--- src/rtl/player_weapon_ctrl.sv ---
// -----------------------------------------------------------------------------
// player_weapon_ctrl
//
// Player-side weapon controller. Conditions the rotate/fire push-buttons,
// tracks a 16-sector aim angle, and issues a single-cycle projectile strobe
// carrying the latched weapon type. Each weapon type has its own cooldown;
// the precise weapon (type 11) additionally consumes a limited charge that
// only reset refills.
//
// Ports
//   clk                   system clock
//   reset                 asynchronous active-high reset; release must already
//                         be synchronous to clk (done upstream)
//   btn_left              rotate counter-clockwise (raw, asynchronous)
//   btn_right             rotate clockwise (raw, asynchronous)
//   btn_fire              fire (raw, asynchronous)
//   sw_type               weapon select: 00 none, 01 wide, 10 medium, 11 precise
//   game_over             OR of enemy over flags; blocks new shots
//   hit_angle             current aim sector 0..15
//   shootingtype          weapon type of the most recent shot
//   outgoing_projectiles  one-cycle fire strobe
//   cooldown_active       high while the FSM is in COOLDOWN
//   charges               remaining type-11 shots
//   fire_count            total shots fired, wraps at 16 bits
//   state_dbg             current FSM state (0 idle, 1 fire, 2 cooldown)
//
// All outputs are registered.
// -----------------------------------------------------------------------------

// Two-flop synchronizer followed by a level debouncer. The debounced level
// changes only after the synchronized input has disagreed with it for CYCLES
// consecutive clocks; any agreeing cycle restarts the count.
module pwc_debounce #(
   parameter int unsigned CYCLES = 500000
) (
   input  logic clk,
   input  logic reset,
   input  logic raw,
   output logic level
);
   localparam int unsigned CW = (CYCLES > 1) ? $clog2(CYCLES) : 1;
   localparam logic [CW-1:0] LAST = CW'((CYCLES > 0) ? CYCLES - 1 : 0);

   logic          sync1;
   logic          sync2;
   logic [CW-1:0] cnt;

   always_ff @(posedge clk or posedge reset) begin
      if (reset) begin
         sync1 <= 1'b0;
         sync2 <= 1'b0;
         level <= 1'b0;
         cnt   <= '0;
      end else begin
         sync1 <= raw;
         sync2 <= sync1;
         if (sync2 == level) begin
            cnt <= '0;
         end else if (cnt == LAST) begin
            level <= sync2;
            cnt   <= '0;
         end else begin
            cnt <= cnt + CW'(1);
         end
      end
   end
endmodule

module player_weapon_ctrl #(
   parameter int unsigned DEBOUNCE_CYCLES = 500000,
   parameter int unsigned ROTATE_REPEAT   = 12500000,
   parameter int unsigned COOLDOWN_WIDE   = 12500000,
   parameter int unsigned COOLDOWN_MED    = 25000000,
   parameter int unsigned COOLDOWN_ULT    = 50000000,
   parameter int unsigned ULT_CHARGES     = 3
) (
   input  logic        clk,
   input  logic        reset,
   input  logic        btn_left,
   input  logic        btn_right,
   input  logic        btn_fire,
   input  logic [1:0]  sw_type,
   input  logic        game_over,
   output logic [3:0]  hit_angle,
   output logic [1:0]  shootingtype,
   output logic        outgoing_projectiles,
   output logic        cooldown_active,
   output logic [1:0]  charges,
   output logic [15:0] fire_count,
   output logic [1:0]  state_dbg
);
   typedef enum logic [1:0] {
      ST_IDLE     = 2'd0,
      ST_FIRE     = 2'd1,
      ST_COOLDOWN = 2'd2
   } state_t;

   localparam int unsigned CD_MAX_WM = (COOLDOWN_WIDE > COOLDOWN_MED) ? COOLDOWN_WIDE : COOLDOWN_MED;
   localparam int unsigned CD_MAX    = (CD_MAX_WM > COOLDOWN_ULT) ? CD_MAX_WM : COOLDOWN_ULT;
   localparam int unsigned CDW       = (CD_MAX > 0) ? $clog2(CD_MAX + 1) : 1;
   localparam int unsigned RW        = (ROTATE_REPEAT > 1) ? $clog2(ROTATE_REPEAT) : 1;
   localparam logic [RW-1:0] REP_LAST = RW'((ROTATE_REPEAT > 0) ? ROTATE_REPEAT - 1 : 0);
   // Charge register is only two bits wide, so clamp the reset value at 3.
   localparam logic [1:0] CHARGES_INIT = (ULT_CHARGES > 3) ? 2'd3 : 2'(ULT_CHARGES);

   // ---------------------------------------------------------------- inputs
   logic left_lvl, right_lvl, fire_lvl;
   logic left_prev, right_prev, fire_prev;
   logic left_rise, right_rise, fire_rise;

   pwc_debounce #(.CYCLES(DEBOUNCE_CYCLES)) u_db_left (
      .clk   (clk),
      .reset (reset),
      .raw   (btn_left),
      .level (left_lvl)
   );

   pwc_debounce #(.CYCLES(DEBOUNCE_CYCLES)) u_db_right (
      .clk   (clk),
      .reset (reset),
      .raw   (btn_right),
      .level (right_lvl)
   );

   pwc_debounce #(.CYCLES(DEBOUNCE_CYCLES)) u_db_fire (
      .clk   (clk),
      .reset (reset),
      .raw   (btn_fire),
      .level (fire_lvl)
   );

   always_ff @(posedge clk or posedge reset) begin
      if (reset) begin
         left_prev  <= 1'b0;
         right_prev <= 1'b0;
         fire_prev  <= 1'b0;
      end else begin
         left_prev  <= left_lvl;
         right_prev <= right_lvl;
         fire_prev  <= fire_lvl;
      end
   end

   assign left_rise  = left_lvl  & ~left_prev;
   assign right_rise = right_lvl & ~right_prev;
   assign fire_rise  = fire_lvl  & ~fire_prev;

   // ---------------------------------------------------------------- FSM
   state_t           state;
   logic [CDW-1:0]   cd_cnt;
   logic [CDW-1:0]   cd_load;
   logic             fire_go;

   // A shot is taken only from IDLE on a fresh debounced edge, with a weapon
   // selected, the game still running, and a charge left for type 11.
   always_comb begin
      fire_go = 1'b0;
      if (state == ST_IDLE && fire_rise && sw_type != 2'b00 && !game_over &&
          (sw_type != 2'b11 || charges != 2'd0)) begin
         fire_go = 1'b1;
      end
   end

   always_comb begin
      cd_load = '0;
      case (shootingtype)
         2'b01:   cd_load = CDW'(COOLDOWN_WIDE);
         2'b10:   cd_load = CDW'(COOLDOWN_MED);
         2'b11:   cd_load = CDW'(COOLDOWN_ULT);
         default: cd_load = '0;
      endcase
   end

   always_ff @(posedge clk or posedge reset) begin
      if (reset) begin
         state                <= ST_IDLE;
         cd_cnt               <= '0;
         shootingtype         <= 2'b00;
         outgoing_projectiles <= 1'b0;
         cooldown_active      <= 1'b0;
         charges              <= CHARGES_INIT;
         fire_count           <= 16'd0;
      end else begin
         case (state)
            ST_IDLE: begin
               // Type, count and charges are updated on entry so they are
               // already valid in the strobe cycle.
               if (fire_go) begin
                  state                <= ST_FIRE;
                  outgoing_projectiles <= 1'b1;
                  shootingtype         <= sw_type;
                  fire_count           <= fire_count + 16'd1;
                  if (sw_type == 2'b11 && charges != 2'd0) begin
                     charges <= charges - 2'd1;
                  end
               end
            end
            ST_FIRE: begin
               outgoing_projectiles <= 1'b0;
               cooldown_active      <= 1'b1;
               cd_cnt               <= cd_load;
               state                <= ST_COOLDOWN;
            end
            ST_COOLDOWN: begin
               // Counter runs from the loaded value down to 0 inclusive, so
               // cooldown_active stays high for load+1 cycles.
               if (cd_cnt == '0) begin
                  cooldown_active <= 1'b0;
                  state           <= ST_IDLE;
               end else begin
                  cd_cnt <= cd_cnt - CDW'(1);
               end
            end
            default: begin
               outgoing_projectiles <= 1'b0;
               cooldown_active      <= 1'b0;
               state                <= ST_IDLE;
            end
         endcase
      end
   end

   assign state_dbg = state;

   // ---------------------------------------------------------------- rotation
   logic [RW-1:0] left_cnt, right_cnt;
   logic          both_held;
   logic          step_left, step_right;
   logic          pend_left, pend_right;
   logic [3:0]    angle_next;

   assign both_held  = left_lvl & right_lvl;
   // Step on the edge, then every ROTATE_REPEAT cycles while held alone.
   assign step_right = ~both_held & (right_rise | (right_lvl & (right_cnt == REP_LAST)));
   assign step_left  = ~both_held & (left_rise  | (left_lvl  & (left_cnt  == REP_LAST)));

   always_comb begin
      angle_next = hit_angle + {3'b000, pend_right} - {3'b000, pend_left}
                             + {3'b000, step_right} - {3'b000, step_left};
   end

   always_ff @(posedge clk or posedge reset) begin
      if (reset) begin
         left_cnt   <= '0;
         right_cnt  <= '0;
         pend_left  <= 1'b0;
         pend_right <= 1'b0;
         hit_angle  <= 4'd0;
      end else begin
         if (both_held || !right_lvl || step_right) right_cnt <= '0;
         else                                       right_cnt <= right_cnt + RW'(1);
         if (both_held || !left_lvl || step_left)   left_cnt  <= '0;
         else                                       left_cnt  <= left_cnt + RW'(1);

         // A step that would land together with the strobe is parked for one
         // cycle so the angle never changes at the start of a strobe.
         if (fire_go) begin
            pend_right <= step_right;
            pend_left  <= step_left;
         end else begin
            hit_angle  <= angle_next;
            pend_right <= 1'b0;
            pend_left  <= 1'b0;
         end
      end
   end
endmodule

--- config.mk ---
export PLATFORM = sky130hd
export DESIGN_NAME = player_weapon_ctrl
export DESIGN_NICKNAME = d
export VERILOG_FILES = /design/src/rtl/player_weapon_ctrl.sv
export SDC_FILE = /design/constraint.sdc
export NUM_CORES = 1
export LEC_CHECK = 0
export ABC_AREA = 0
export CAP_MARGIN = 25
export CORE_UTILIZATION = 30
export DETAILED_ROUTE_END_ITERATION = 16
export PLACE_DENSITY = 0.52
export SLEW_MARGIN = 40
export SYNTH_ARGS = -nofsm -noshare
export SYNTH_HDL_FRONTEND = slang
export SYNTH_SLANG_ARGS = --single-unit
--- constraint.sdc ---
create_clock -name clk -period 8.4 [get_ports clk]
set_clock_uncertainty 0.2 [all_clocks]
set_input_delay 1.68 -clock clk [delete_from_list [all_inputs] [get_ports clk]]
set_output_delay 1.68 -clock clk [all_outputs]
set_load 0.02 [all_outputs]
==> metrics.md <==
| Metric | Value |
|---|---|
| Status | finished clean |
| Setup bufs post-CTS | 0 |
| Post-Synthesis Cells | 884 |
| Synth top area share | 49.67% |
| CP delay by family, top | simple AND/OR/NAND/NOR gates |
| Hold Path Sink | u_db_left.sync2 |
| Seq/Total Area, Yosys | 50.28% |
| Average wire per standard cell | 13.19 um |
| Worst Path Buf+Inv | 2 |
| Worst path slowest cell | o31ai_2 |
| R2r endpoint | cd_cnt[13] |
| Dominant cell type by area after synthesis | dfrtp_1 |
| Synth Register Bits | 173 |
| Vias in the first global route | 5889 |
| Mapped Area | 8616 um2 |
| Global route overflow | 0 |
| Root buf cell | clkbuf_16 |
| Final Setup Violations | 0 |
| DR vias/cell | 4.749 |
| CP endpoint kind | flop |
| Reg-to-Reg Start | cd_cnt[0] |
| Drt total wl | 17190 um |
| Hold Crit Start | u_db_left.sync1 |
| Final hold vios | 0 |
| Worst path required time | 8.52 ns |
| Most frequent cells in the layout | 171 x dfrtp_1, 147 x nor2_1, 76 x xnor2_1 |
| Final setup TNS | 0 ns |
| Overall Global Routing Usage | 12.62% |
| DP HPWL | 11450 um |
| Die area | 29400 um2 |
| H-tree depth | 4 |
| Layout area overhead | 15.07% |
| Share of layout cells above drive strength 1 | 6.703% |
| Slew Limit Fails | 0 |
| EDFF count, synth | 0 |
| Hold path depth | 0 |
| Post-synth cell types | 64 |
| Cell chain of the critical path | inv_1, ha_1, nor4b_2, nand4_1, o31ai_2, buf_4, o21ba_2, o211a_1 |
| N_diodes | 0 |
| Min Clock Period, post-route | 3.634 ns |
| Die H | 171.5 um |
| Largest net degree at the start of global routing | 113 |
| First-pass GRT wire length | 29700 um |
| DR pass1 iterations | 4 |
| Clock-pin transition on the worst setup and hold timing paths | 0.07 ns |
| Worst IR Drop VDD | 0.09675 mV |
| DP Worst Slack | 4.389 ns |
| CP Max Fanout | 11 |
| PortBufs | 35 |
| Setup slack after layout | 4.766 ns |
| Dominant cells by area after synthesis | dfrtp_1 50%, xnor2_1 7.7%, nor2_1 6.4%, xor2_1 4.7%, nand2_1 3.1% |
| Clock buffer count from CTS | 17 |
| Ys async rst share | 100.0% |
| R2r worst-path depth | 8 |
| Resized cells post-CTS | 0 |
| Clock Path Buffers | 2 |
| Top-Level Pins | 36 |
| Synthesized netlist net count | 909 |
| CTS tree | done |
| Max_slew headroom | 44.77% |
| Gpl congestion | 0.7636 |
| Worst-Skew Late Latency | 0.43 ns |
| Die width | 171.5 um |
| Initial DRC count | 443 |
| Core Area | 28010 um2 |
| Power Dens Cells | 186.7 nW/um2 |
| Period utilization | 43.26% |
| Slowest Stage Delay on Critical Path | 0.77 ns |
| Nets | 938 |
| RSZ-0062 raised after global routing | false |
| Hold buffer count at CTS | 0 |
| Commonest non-fill, non-tap cell in the layout | dfrtp_1 |
| Warnings, synthesis | 0 |
| Min-delay worst type | flop to flop |
| Primary FF master, synth | dfrtp_1 |
| Slew @ Worst Pin | 0.8268 ns |
| Clock Sink Count | 173 |
| Initial antenna violation count | 0 |
| Post-DRT Antenna Nets | 0 |
| Data arrival, critical path | 3.75 ns |
| Rows | 61 |
| DR vias | 6188 |
| FF-to-FF setup slack | 4.77 ns |
| DRC | 0 |
| Crit path launch type | flop |
| Setup CP Type | flop to flop |
| Avg Inst Size Synth | 9.746 um2 |
| Power, Total | 0.001851 W |
| Highest clock rate | 275.2 MHz |
| Max-cap violations | 0 |
| Fin Hold WS | 0.1547 ns |
| Starting Density | 30.76% |
| Leakage | 3.934 nW |
synthesized netlist by cell type (all sizes together), types with 4 or more instances:
cell    instances
nor2          147
nor3           29
or3             5
clkbuf         24
and4           13
nor4           20
nand2          71
inv            36
and2            6
o21ai          21
xnor2          76
o31ai           4
ha             14
a21oi          12
mux2i           6
o21a            4
nand2b          5
and3           14
nand3          49
nor2b           6
a211oi          4
buf             7
mux2            5
or4             4
dfrtp         171
or2             6
xor2           46
nand4          27
nor4b           6
layout make-up:
cell class                 count  area (um2)
clock buffer                  18       429.2
clock inverter                13       116.4
fill                        2844       18100
inverter                      37       156.4
multi-input combinational    643        4009
sequential                   173        4332
tap                          378       473.0
timing repair buffer          41       399.1
cells by family (layout without fill, tap and decap cells):
family	count (synthesis)	in the layout	synth area share, %
buffers and inverters	68	109	3.297
adder cells (fa/ha/maj)	17	17	2.730
AND/OR/NAND/NOR	419	419	24.11
flip-flops	173	173	50.28
AO/OA/AOI/OAI	74	74	5.838
multiplexers	11	11	1.351
XOR/XNOR	122	122	12.40
flip-flops by register name, indices dropped and copies added, names as in the netlist, 2 cells and up:
register / cells
cd_cnt: 26
charges: 2
fire_count: 16
hit_angle: 4
left_cnt: 24
right_cnt: 24
shootingtype: 2
state_dbg: 2
u_db_fire.cnt: 19
u_db_left.cnt: 19
u_db_right.cnt: 19
report_power, final:
part           internal [W]  switching, W  leakage [nW]
registers          0.000877     0.0000536          2.31
clock network      0.000408      0.000332         0.263
logic             0.0000761      0.000103          1.36
total               0.00136      0.000490          3.93
worst max path at each step:
stage	to	depth (start not counted)	start	slack [ns]
floorplan	cd_cnt[0]	1	reset	1.83
CTS	state_dbg[1]	2	state_dbg[1]	4.77
global placement	right_cnt[15]	3	reset	4.39
global route	hit_angle[3]	15	left_cnt[0]	4.57
finish	cd_cnt[13]	8	cd_cnt[0]	4.77
detailed placement	fire_count[15]	7	sw_type[1]	4.39
per-stage QoR:
| step | util [%] | std cells | area, um2 |
|---|---|---|---|
| global placement | 33.38 | 1272 | 9349 |
| floorplan | - | 884 | 8616 |
| finish | 35.40 | 1303 | 9915 |
| global route | 35.40 | 1303 | 9915 |
| detailed placement | 33.43 | 1272 | 9365 |
| CTS | 35.38 | 1303 | 9911 |
layer usage:
metal	vias to the layer above	track usage, %	share of wire [%]
li1	3086	-	-
met1	3005	17.47	50
met2	83	19.33	46
met3	14	2.853	3.5
met4	0	4.231	0.94
met5	-	0	0
Note: power is estimated with default switching activity, not from simulation.
